==> src/rtl/posit16_conv_arbiter_if.sv <==
// Bundles the requester, converter and result buses of the posit16 converter arbiter.
interface posit16_conv_arbiter_if #(
  parameter int unsigned NUM_REQ = 4
);
  localparam int unsigned ID_W = $clog2(NUM_REQ);

  logic [NUM_REQ-1:0]    req_valid;
  logic [16*NUM_REQ-1:0] req_data;
  logic [NUM_REQ-1:0]    req_ready;

  logic [15:0]           conv_fixed;
  logic [3:0]            conv_regime;
  logic                  conv_exp;
  logic [11:0]           conv_mant;
  logic                  conv_q;
  logic                  conv_sign;

  logic                  res_valid;
  logic                  res_ready;
  logic [ID_W-1:0]       res_id;
  logic [3:0]            res_regime;
  logic                  res_exp;
  logic [11:0]           res_mant;
  logic                  res_q;
  logic                  res_sign;

  // Arbiter view
  modport slave (
    input  req_valid, req_data,
    output req_ready,
    output conv_fixed,
    input  conv_regime, conv_exp, conv_mant, conv_q, conv_sign,
    output res_valid, res_id, res_regime, res_exp, res_mant, res_q, res_sign,
    input  res_ready
  );

  // Producer / converter / consumer view
  modport master (
    output req_valid, req_data,
    input  req_ready,
    input  conv_fixed,
    output conv_regime, conv_exp, conv_mant, conv_q, conv_sign,
    input  res_valid, res_id, res_regime, res_exp, res_mant, res_q, res_sign,
    output res_ready
  );
endinterface

==> src/rtl/posit16_conv_arbiter.sv <==
// Round-robin sharing of one combinational Fixed16toPosit16 converter among
// NUM_REQ requesters, one conversion in flight, tagged registered results.
module posit16_conv_arbiter #(
  parameter int unsigned NUM_REQ = 4,
  parameter int unsigned CNT_W   = 16
) (
  input  logic                    clk,
  input  logic                    rst_n,
  posit16_conv_arbiter_if.slave   bus,
  output logic                    busy,
  output logic [CNT_W-1:0]        done_cnt
);

  localparam int unsigned ID_W = $clog2(NUM_REQ);
  localparam int unsigned IW1  = ID_W + 1;

  typedef enum logic [1:0] {
    IDLE = 2'd0,
    CONV = 2'd1,
    HOLD = 2'd2
  } state_t;

  state_t          state, state_n;
  logic [ID_W-1:0] rr_ptr;
  logic [ID_W-1:0] gnt_idx;
  logic            gnt_found;
  logic [IW1-1:0]  cand;
  logic [15:0]     req_word [NUM_REQ];
  logic [15:0]     operand;
  logic            accept;
  logic            res_fire;

  // Split the packed operand bus into per-requester words
  always_comb begin
    for (int i = 0; i < NUM_REQ; i++) begin
      req_word[i] = bus.req_data[16*i +: 16];
    end
  end

  // Round-robin search starting at rr_ptr, wrapping modulo NUM_REQ
  always_comb begin
    gnt_found = 1'b0;
    gnt_idx   = '0;
    cand      = '0;
    for (int k = 0; k < NUM_REQ; k++) begin
      cand = IW1'(rr_ptr) + IW1'(k);
      if (cand >= IW1'(NUM_REQ)) begin
        cand = cand - IW1'(NUM_REQ);
      end
      if (!gnt_found && bus.req_valid[cand[ID_W-1:0]]) begin
        gnt_found = 1'b1;
        gnt_idx   = cand[ID_W-1:0];
      end
    end
  end

  // State register
  always_ff @(posedge clk or negedge rst_n) begin
    if (!rst_n) begin
      state <= IDLE;
    end else begin
      state <= state_n;
    end
  end

  // Next state, grant strobe and result-release strobe
  always_comb begin
    state_n       = state;
    bus.req_ready = '0;
    accept        = 1'b0;
    res_fire      = 1'b0;
    case (state)
      IDLE: begin
        if (gnt_found) begin
          bus.req_ready[gnt_idx] = 1'b1;
          accept                 = 1'b1;
          state_n                = CONV;
        end
      end
      CONV: begin
        state_n = HOLD;
      end
      HOLD: begin
        if (bus.res_valid && bus.res_ready) begin
          res_fire = 1'b1;
          state_n  = IDLE;
        end
      end
      default: begin
        state_n = IDLE;
      end
    endcase
  end

  // Operand capture, result capture/hold, pointer advance and completion count
  always_ff @(posedge clk or negedge rst_n) begin
    if (!rst_n) begin
      operand        <= '0;
      rr_ptr         <= '0;
      done_cnt       <= '0;
      bus.res_valid  <= 1'b0;
      bus.res_id     <= '0;
      bus.res_regime <= '0;
      bus.res_exp    <= 1'b0;
      bus.res_mant   <= '0;
      bus.res_q      <= 1'b0;
      bus.res_sign   <= 1'b0;
    end else begin
      if (accept) begin
        operand    <= req_word[gnt_idx];
        bus.res_id <= gnt_idx;
      end
      if (state == CONV) begin
        bus.res_regime <= bus.conv_regime;
        bus.res_exp    <= bus.conv_exp;
        bus.res_mant   <= bus.conv_mant;
        bus.res_q      <= bus.conv_q;
        bus.res_sign   <= bus.conv_sign;
        bus.res_valid  <= 1'b1;
      end
      if (res_fire) begin
        bus.res_valid <= 1'b0;
        done_cnt      <= done_cnt + CNT_W'(1);
        rr_ptr        <= (bus.res_id == ID_W'(NUM_REQ - 1)) ? '0 : bus.res_id + ID_W'(1);
      end
    end
  end

  // The shared converter always sees the last accepted operand
  assign bus.conv_fixed = operand;
  assign busy           = (state != IDLE);

endmodule

==> src/flat_wrapper.sv <==
// flat-port wrapper written by rule: the top's interface ports become plain ports
module posit16_conv_arbiter_flat 
#(
  parameter int unsigned NUM_REQ = 4,
  parameter int unsigned CNT_W   = 16
)
  (clk, rst_n, busy, done_cnt, bus_req_valid, bus_req_data, bus_req_ready, bus_conv_fixed, bus_conv_regime, bus_conv_exp, bus_conv_mant, bus_conv_q, bus_conv_sign, bus_res_valid, bus_res_id, bus_res_regime, bus_res_exp, bus_res_mant, bus_res_q, bus_res_sign, bus_res_ready);
  posit16_conv_arbiter_if #(.NUM_REQ(NUM_REQ)) bus_i ();
  input  logic clk;
  input  logic rst_n;
  output logic busy;
  output logic [CNT_W-1:0] done_cnt;
  input wire logic [$bits(bus_i.req_valid)-1:0] bus_req_valid;
  input wire logic [$bits(bus_i.req_data)-1:0] bus_req_data;
  output wire logic [$bits(bus_i.req_ready)-1:0] bus_req_ready;
  output wire logic [$bits(bus_i.conv_fixed)-1:0] bus_conv_fixed;
  input wire logic [$bits(bus_i.conv_regime)-1:0] bus_conv_regime;
  input wire logic [$bits(bus_i.conv_exp)-1:0] bus_conv_exp;
  input wire logic [$bits(bus_i.conv_mant)-1:0] bus_conv_mant;
  input wire logic [$bits(bus_i.conv_q)-1:0] bus_conv_q;
  input wire logic [$bits(bus_i.conv_sign)-1:0] bus_conv_sign;
  output wire logic [$bits(bus_i.res_valid)-1:0] bus_res_valid;
  output wire logic [$bits(bus_i.res_id)-1:0] bus_res_id;
  output wire logic [$bits(bus_i.res_regime)-1:0] bus_res_regime;
  output wire logic [$bits(bus_i.res_exp)-1:0] bus_res_exp;
  output wire logic [$bits(bus_i.res_mant)-1:0] bus_res_mant;
  output wire logic [$bits(bus_i.res_q)-1:0] bus_res_q;
  output wire logic [$bits(bus_i.res_sign)-1:0] bus_res_sign;
  input wire logic [$bits(bus_i.res_ready)-1:0] bus_res_ready;
  assign bus_i.req_valid = bus_req_valid;
  assign bus_i.req_data = bus_req_data;
  assign bus_req_ready = bus_i.req_ready;
  assign bus_conv_fixed = bus_i.conv_fixed;
  assign bus_i.conv_regime = bus_conv_regime;
  assign bus_i.conv_exp = bus_conv_exp;
  assign bus_i.conv_mant = bus_conv_mant;
  assign bus_i.conv_q = bus_conv_q;
  assign bus_i.conv_sign = bus_conv_sign;
  assign bus_res_valid = bus_i.res_valid;
  assign bus_res_id = bus_i.res_id;
  assign bus_res_regime = bus_i.res_regime;
  assign bus_res_exp = bus_i.res_exp;
  assign bus_res_mant = bus_i.res_mant;
  assign bus_res_q = bus_i.res_q;
  assign bus_res_sign = bus_i.res_sign;
  assign bus_i.res_ready = bus_res_ready;
  posit16_conv_arbiter #(.NUM_REQ(NUM_REQ), .CNT_W(CNT_W)) u_core (.clk(clk), .rst_n(rst_n), .bus(bus_i), .busy(busy), .done_cnt(done_cnt));
endmodule
==> config.mk <==
export PLATFORM = sky130hd
export DESIGN_NAME = posit16_conv_arbiter_flat
export DESIGN_NICKNAME = d
export VERILOG_FILES = /design/src/rtl/posit16_conv_arbiter_if.sv /design/src/rtl/posit16_conv_arbiter.sv /design/src/flat_wrapper.sv
export SDC_FILE = /design/constraint.sdc
export NUM_CORES = 1
export LEC_CHECK = 0
export BUFFER_PORTS_ARGS = -buffer_cell sky130_fd_sc_hd__buf_4
export CAP_MARGIN = 20
export CELL_PAD_IN_SITES_DETAIL_PLACEMENT = 0
export CELL_PAD_IN_SITES_GLOBAL_PLACEMENT = 1
export CORE_MARGIN = 4
export CORE_UTILIZATION = 36
export DETAILED_ROUTE_END_ITERATION = 7
export PLACE_DENSITY = 0.84
export SETUP_SLACK_MARGIN = 0.2
export SLEW_MARGIN = 20
export SYNTH_ARGS = -nofsm -noshare
export SYNTH_HDL_FRONTEND = slang
export SYNTH_SLANG_ARGS = --single-unit
==> constraint.sdc <==
create_clock -name clk -period 2.43 [get_ports clk]
set_input_delay 0.486 -clock clk [delete_from_list [all_inputs] [get_ports clk]]
set_output_delay 0.486 -clock clk [all_outputs]
set_load 0.01 [all_outputs]
# Yosys cells after proc, flatten, opt, wreduce, memory -nomap -nowiden
# Index checks and enable logic that the tools add are counted.
# W data, S select, Z words.
# word_totals
reg_bits	58
out_inout_bits	59
# op_classes
n_mux	37
addsub	9
order_cmp	11
n_reduce_logical	12
eq_ne	5
bitwise	1
# op_table
cell	count
$bmux W16 S2	1
$mux W16	2
$mux W2	11
$add A16 B1 Y16 const B	1
$lt A2 B3 Y1 const B	5
$mux W1	15
$ge A3 B3 Y1 const B	4
$bmux W1 S2	4
$mux W4	2
$sub A2 B1 Y2 const B	4
$add A2 B2 Y3 const B	2
$pmux W2 S3	1
$logic_and A1 B1 Y1	5
$eq A2 B2 Y1 const B	2
$ne A2 B1 Y1 const B	2
$reduce_bool A2 Y1	2
$add A2 B1 Y3 const B	1
$ge A2 B3 Y1 const B	1
$logic_not A1 Y1	3
$not A2 Y3	1
$add A2 B1 Y2 const B	1
$demux W1 S2	1
$eq A2 B1 Y1 const B	1
$ge A2 B1 Y1 const B	1
other kinds (2)	2

# Longest topological paths before layout
# Gate-level depths: netlist of the first run.
# logic_depth
word_depth	20
depth_mapped	7
depth_no_buf	5

# Least setup slack after synthesis of the first run
# OpenSTA, ideal clock, no wires.
# synth_path
kind	input to output
start	in bus_req_valid[0]
end	out bus_req_ready[2]
t_arrival_ns	1.477
n_path_buf	2
cell_stages	7
setup_slack_ns	0.467
cell_sequence	a21o_1 a21oi_1 o22ai_2 nand2b_4 buf_6 buf_6 nor2_1
# synth_between
elab_chain_len	18
# synth_lines
item	line_no	text
start, declared	flat_wrapper.sv:13	input wire logic [$bits(bus_i.req_valid)-1:0] bus_req_valid;
$bmux W1 S2	posit16_conv_arbiter.sv:50	if (!gnt_found && bus.req_valid[cand[ID_W-1:0]]) begin
$mux W1 (not written as such)	posit16_conv_arbiter.sv:50	
$mux W1	posit16_conv_arbiter.sv:50	
$logic_not A1 Y1	posit16_conv_arbiter.sv:50	
$logic_and A1 B1 Y1	posit16_conv_arbiter.sv:50	
$mux W1	posit16_conv_arbiter.sv:50	
$logic_not A1 Y1	posit16_conv_arbiter.sv:50	
$logic_and A1 B1 Y1	posit16_conv_arbiter.sv:50	
[2 not listed]	n/a	
$logic_and A1 B1 Y1	posit16_conv_arbiter.sv:50	
$mux W2	posit16_conv_arbiter.sv:50	
$lt A2 B3 Y1 (not written as such) / $ge A2 B1 Y1 (equally long branches)	posit16_conv_arbiter.sv:75	bus.req_ready[gnt_idx] = 1'b1;
$logic_and A1 B1 Y1 (not written as such)	posit16_conv_arbiter.sv:75	
$mux W1 (not written as such)	posit16_conv_arbiter.sv:75	
$demux W1 S2	n/a	
$mux W4 (*)	posit16_conv_arbiter.sv:74	if (gnt_found) begin
$mux W4 (*)	posit16_conv_arbiter.sv:72	case (state)
end, declared	flat_wrapper.sv:15	output wire logic [$bits(bus_i.req_ready)-1:0] bus_req_ready;
# Every way passes the cells marked *; elsewhere a longest branch is shown, timed or not. The select of a mux whose other input is x is not followed.

# Final worst setup path of the first run
# layout_path
start	reg u_core.rr_ptr[1]
end	out bus_req_ready[3]
# layout_between
elab_chain_len	20
# layout_lines
item	line_no	text
start, declared	posit16_conv_arbiter.sv:24	logic [ID_W-1:0] rr_ptr;
start signal, assigned	posit16_conv_arbiter.sv:124	rr_ptr <= (bus.res_id == ID_W'(NUM_REQ - 1)) ? '0 : bus.res_id + ID_W'(1);
parallel branches: the longest is 18 deep, another holds $add A2 B1 Y3	n/a	
$mux W4 (*)	posit16_conv_arbiter.sv:74	
$mux W4 (*)	posit16_conv_arbiter.sv:72	
# Mark *: on every way between the ends. The select of a mux whose other input is x is not followed.

==> metrics.yaml, run 1 <==
grt_pass1_wl_um: 12300
synth_nets: 328
port_buffers: 148
min_period_ps: 2120
hold_class: "input port to asynchronous set/reset pin"
powerDensity_mw_per_mm2: 1090
cts-root-buf: "clkbuf_8"
dp_cells: 479
synth_mux_area_frac: 0.187
clk_pin_slew_ps: 60
gr-total-overflow: 0
place_hpwl_um: 5870
layout_commonest_cell: "buf_4"
syn_area_mm2: 0.00287
synth_top_family_by_area: "multiplexers"
yosys_warnings: 0
wl_per_cell_um: 15.4
drt_wl_total_um: 7710
drt-initial-drc-count: 68
yosys.area_share.simple: 0.114
finalMaxSlewViolations: 0
reg2reg_depth: 6
track_usage: 0.163
fmax_mhz: 471
routabilityCongestion: 0.817
postSynthCellCount: 236
fp-row-count: 32
drive_gt1_frac: 0.530
synth_compound_area_frac: 0.0867
ys_types: 42
period_share: 0.873
start_util: 0.372
vias: 2370
cellLeakagePower_nw: 2.22
grt_pass1_vias: 2468
cts_tree: "yes"
cts_buffer_depth: 2
htree_num_levels: 3
maxCapViolations: 0
slowest_delay_ps: 450
worst_setup_path_end_kind: "primary output"
rsz0062_at_grt: "no"
antenna_found_initial: 0
start_kind: "flop"
chipHeight_um: 97.3
finalSetupViolations: 0
slowest_stage: "dfrtp_2"
hold_viol: 0
synth_xor_area_frac: 0.0483
drc: 0
fin_worst_skew_ps: 5.05
path_class: "flop to primary output"
synth_seq_area_share: 0.505
ys_ff_latch: 58
fin_setup_tns_ps: 0
path_cells: "a21o_1 -> a21oi_1 -> o22ai_2 -> nand2b_4 -> nor2_2 -> buf_4"
synth_fa_ha_area_frac: 0.00871
io_pins: 149
dr.pass1.iters: 4
design.core.area_mm2: 0.00773
numCtsBuffers: 9
die-area_mm2: 0.00947
layout_common_cells: "buf_4 (158), dfrtp_1 (57), nand2_1 (34)"
cts.sinks: 58
crit_arrival_ps: 1630
final_cell_count_no_fill: 500
fp.dieW_um: 97.3
relSlewSlack: 0.517
ant_nets: 0
ctsHoldBuffers: 0
clk-insertion-delay-late_ps: 330
crit_required_ps: 1940
syn_area_per_cell_um2: 12.2
syn2layout_area_growth_pct: 48.3
ir_worst_vdd_mv: 0.652
finalNetCount: 486
tightest_slew_ps: 725
status: "finished, final reports clean"
vias_per_cell: 4.74
fin_util: 0.551
antenna_cells: 0
cp_max_fo: 5
grt_max_degree: 59
flip-flops by register name, summed over array words and instances (netlist names):
name,cells
u_core.bus.res_exp,1
u_core.state,2
u_core.bus.res_regime,4
u_core.bus.conv_fixed,16
u_core.bus.res_sign,1
u_core.done_cnt,16
u_core.bus.res_valid,1
u_core.bus.res_id,2
u_core.bus.res_mant,12
u_core.bus.res_q,1
u_core.rr_ptr,2
synthesized netlist by cell type:
library cell,instances,share of area
o2bb2a_4,1,0.0070
a21oi_2,1,0.0030
o22ai_2,1,0.0044
a221oi_1,1,0.0030
ha_1,2,0.0087
or2_1,1,0.0022
buf_2,4,0.0070
xnor2_1,11,0.034
buf_12,3,0.021
xor2_1,3,0.0091
nand2b_4,1,0.0048
inv_2,1,0.0013
o31ai_1,1,0.0026
nand4_2,1,0.0044
o22ai_1,1,0.0022
and3_1,5,0.011
nor2b_4,1,0.0048
nand2_2,1,0.0022
dfrtp_1,58,0.51
and4b_1,1,0.0035
a31o_2,1,0.0030
nor2_2,1,0.0022
o221ai_2,1,0.0052
inv_1,3,0.0039
nand3_1,5,0.0087
buf_6,2,0.0078
mux2i_1,31,0.11
buf_8,1,0.0052
buf_1,1,0.0013
buf_4,1,0.0026
o21ai_1,2,0.0035
o221ai_1,15,0.046
a21o_1,2,0.0052
nor2_1,10,0.013
xor2_2,1,0.0057
mux2i_2,1,0.0048
nand4_1,1,0.0022
a21oi_1,1,0.0017
and3_4,1,0.0039
nand2_1,34,0.044
mux2_2,19,0.074
nor2b_1,3,0.0065
area by class of cell:
class / instances / area, µm²
fillers: 681 / 3470
flip-flops and latches: 58 / 1450
multi-input cells: 162 / 1290
repair buffers: 159 / 1210
clock buffers: 12 / 155
well taps: 102 / 128
inverters: 4 / 17.5
clock inverters: 3 / 15.0
worst paths after layout:
kind / start / endpoint / slack (ps)
max: u_core.rr_ptr[1] / bus_req_ready[3] / 310
min: rst_n / u_core.bus.res_mant[0] / 230
max reg2reg: u_core.state[0] / u_core.done_cnt[10] / 670
min reg2reg: u_core.done_cnt[15] / u_core.done_cnt[15] / 490
max in group asynchronous: rst_n / u_core.rr_ptr[1] / 1700
min in group clk: bus_conv_mant[10] / u_core.bus.res_mant[10] / 380
what timing repair did:
item | in CTS | in global routing
resized for setup | 1 | 4
buffers inserted | 1 | 5
endpoints found under the setup margin | 2 | 3
pin swaps | 1 | 2
routing by layer:
metal / routed length [µm] / vias to the layer above / global-route usage
li1: - / 1161 / -
met1: 3150 / 1128 / 0.201
met2: 3930 / 73 / 0.265
met3: 502 / 8 / 0.0567
met4: 118 / 0 / 0.0607
met5: 0 / - / 0
worst max-delay path: cells and delay by family, from the launching register on:
kind / cells / cell delay (ps)
flops: 1 / 450
compound gates: 3 / 440
simple gates: 2 / 300
buf+inv: 1 / 120
cell families (layout without fill, tap and decap cells):
kind of cell / after synthesis / after routing
simple gates: 66 / 66
compound gates: 28 / 28
buf+inv: 16 / 178
fa+ha+maj: 2 / 2
flops: 58 / 58
xor+xnor: 15 / 15
mux: 51 / 51
where the power goes:
group          internal, W  switching (W)  leakage [nW]
clock network     0.000415       0.000357        0.0920
registers          0.00135       0.000249         0.722
logic              0.00123        0.00105          1.40
stage by stage:
step	cell area, µm²	power [W]	worst slack [ps]	hold WS (ps)
after global routing	4260	0.00500	217	277
after floorplan	2870	0.00295	467	190
after CTS	4210	0.00468	207	242
after global placement	4040	0.00381	388	462
final	4260	0.00466	309	228
after detailed placement	4040	0.00387	403	480
No activity file was read; power rests on OpenSTA's default activity.
==> run 2: changes to the inputs <==
--- a/config.mk
+++ b/config.mk
@@ -12,7 +12,7 @@
 export CORE_MARGIN = 4
 export CORE_UTILIZATION = 36
 export DETAILED_ROUTE_END_ITERATION = 7
-export PLACE_DENSITY = 0.84
+export PLACE_DENSITY = 0.85
 export SETUP_SLACK_MARGIN = 0.2
 export SLEW_MARGIN = 20
 export SYNTH_ARGS = -nofsm -noshare
==> run 2 against run 1 <==
  * Die area is the same
  * Flip-flop and latch count is the same
  * Combinational power is essentially flat
  * Register-to-register slack hardly changed
  * Sequential power barely moved
  * Core utilization is 0.49 points higher
  * Via count increased by 1.9%
  * Maximum frequency about the same
  * Non-clock buffer count shrank 2
  * Critical path type unchanged
  * Critical endpoint unchanged
==> metrics.yaml, run 2 (synthesized netlist as in run 1, its figures left out) <==
start_util: 0.372  # unchanged
syn2layout_area_growth_pct: 49.7
finalSetupViolations: 0  # unchanged
drive_gt1_frac: 0.531  # +0.00134
routabilityCongestion: 0.816  # about the same
cts-root-buf: "clkbuf_8"
drc: 0  # unchanged
fp.dieW_um: 97.3  # unchanged
die-area_mm2: 0.00947  # unchanged
ir_worst_vdd_mv: 0.547  # -16%
status: "finished, final reports clean"
grt_pass1_vias: 2640  # +7.0%
met3_usage: 0.0424  # -0.0144
drt-initial-drc-count: 57  # -16%
maxCapViolations: 0  # unchanged
multi_input_area_mm2: 0.00129  # +0.29%
finalMaxSlewViolations: 0  # unchanged
period_share: 0.873  # about the same
grt_busiest_layer: "met2"
fmax_mhz: 471  # about the same
crit_path_start: "u_core.state[1]"
finalNetCount: 484  # -0.41%
layout_commonest_cell: "buf_4"
cts.sinks: 58  # unchanged
io_pins: 149  # unchanged
start_kind: "flop"
use_met2: 0.278  # +0.0127
cp_max_fo: 5  # unchanged
clk-insertion-delay-late_ps: 330  # about the same
hold_viol: 0  # unchanged
grt_use_met1: 0.217  # +0.0159
hold_class: "input port to asynchronous set/reset pin"
powerDensity_mw_per_mm2: 1140  # +4.0%
antenna_found_initial: 0  # unchanged
design.core.area_mm2: 0.00773  # unchanged
cellLeakagePower_nw: 2.22  # +0.34%
ant_nets: 0  # unchanged
fin_worst_skew_ps: 13.5  # +8.48 ps
tightest_slew_ps: 757  # +31.9 ps
rr_startpoint: "u_core.state[0]"
place_ws_ps: 378  # -25.4 ps
clk_pin_slew_ps: 70  # about the same
antenna_cells: 0  # unchanged
drt_wl_total_um: 7980  # +3.6%
fp-row-count: 32  # unchanged
port_buffers: 148  # unchanged
cts_tree: "yes"
dr.pass1.iters: 4  # unchanged
chipHeight_um: 97.3  # unchanged
path_class: "flop to primary output"
rsz0062_at_grt: "no"
crit_arrival_ps: 1640  # about the same
cts_buffer_depth: 2  # unchanged
crit_required_ps: 1940  # about the same
htree_num_levels: 3  # unchanged
grt_pass1_wl_um: 13100  # +6.4%
track_usage: 0.171  # +0.00779
relSlewSlack: 0.496  # -0.0213
ctsHoldBuffers: 0  # unchanged
min_period_ps: 2120  # +0.256 ps
wl_per_cell_um: 16.0  # +3.8%
vias_per_cell: 4.84  # +2.1%
fillCellCount: 677  # -0.59%
fin_setup_tns_ps: 0  # unchanged
fin_ws_ps: 309  # -0.256 ps
numCtsBuffers: 9  # unchanged
grt_max_degree: 59  # unchanged
vias: 2415  # +1.9%
layout_common_cells: "buf_4 (156), dfrtp_1 (57), nand2_1 (34)"
place_hpwl_um: 5990  # +2.0%
worst_setup_path_end_kind: "primary output"
regArea_mm2: 0.00145  # unchanged
gr-total-overflow: 0  # unchanged
[run 2: cell types whose count changed in the layout (fill, tap and decap cells not counted), sizes merged]
cell	previous run	this run
clkinvlp	0	1
clkinv	3	2
bufinv	0	2
clkbuf	12	11
buf	159	157
[run 2: critical path, cell delays in order (launching register included)]
cell and delay, ps:
dfrtp_1 390, or2_1 240, a31o_2 250, inv_4 80, nand2b_4 80, nor2_2 130
buf_4 130
[run 2: path summary, 6_finish.rpt]
check                                              end  slack, ps  cells past startpoint
worst max-delay path                  bus_req_ready[3]        310                      6
worst min-delay path            u_core.bus.res_mant[1]        220                      1
worst max register to register     u_core.done_cnt[10]        660                      6
worst min register to register     u_core.done_cnt[15]        490                      1
max in group asynchronous             u_core.rr_ptr[1]       1660                      1
min in group clk                u_core.bus.res_mant[1]        390                      2
[run 2: routing by layer]
layer  share of wire  vias up  wire, µm
met2            0.50       83      3990
met1            0.42     1164      3340
met3           0.062       13       495
met5               0        -         0
li1                -     1155         -
met4           0.021        0       164
[run 2: final cells by class]
class / instances / area share
multi-input cells: 162 / 0.300
clock inverters: 5 / 0.0180
inverters: 4 / 0.00407
flip-flops and latches: 58 / 0.338
repair buffers: 157 / 0.277
clock buffers: 11 / 0.0329
well taps: 102 / 0.0297
[run 2: metrics by stage]
step / instance area [µm²] / power (W) / util / std cells / hold slack (ps)
6_report: 4300 / 0.00489 / 0.556 / 499 / 219
5_1_grt: 4300 / 0.00523 / 0.556 / 499 / 279
4_1_cts: 4270 / 0.00491 / 0.552 / 496 / 254
3_5_place_dp: 4040 / 0.00387 / 0.522 / 479 / 481
3_3_place_gp: 4040 / 0.00382 / 0.522 / 479 / 462
2_1_floorplan: 2870 / 0.00295 / - / 236 / 190
[run 2: where the power goes]
group          switching [W]  internal [W]
clock network       0.000399      0.000603
registers           0.000252       0.00135
logic                0.00107       0.00122
[run 2: what timing repair did]
item                                    CTS  global route
setup buffers                             1             3
hold endpoints to repair                  0             0
endpoints found under the setup margin    2             3
gates resized for setup                   2             4
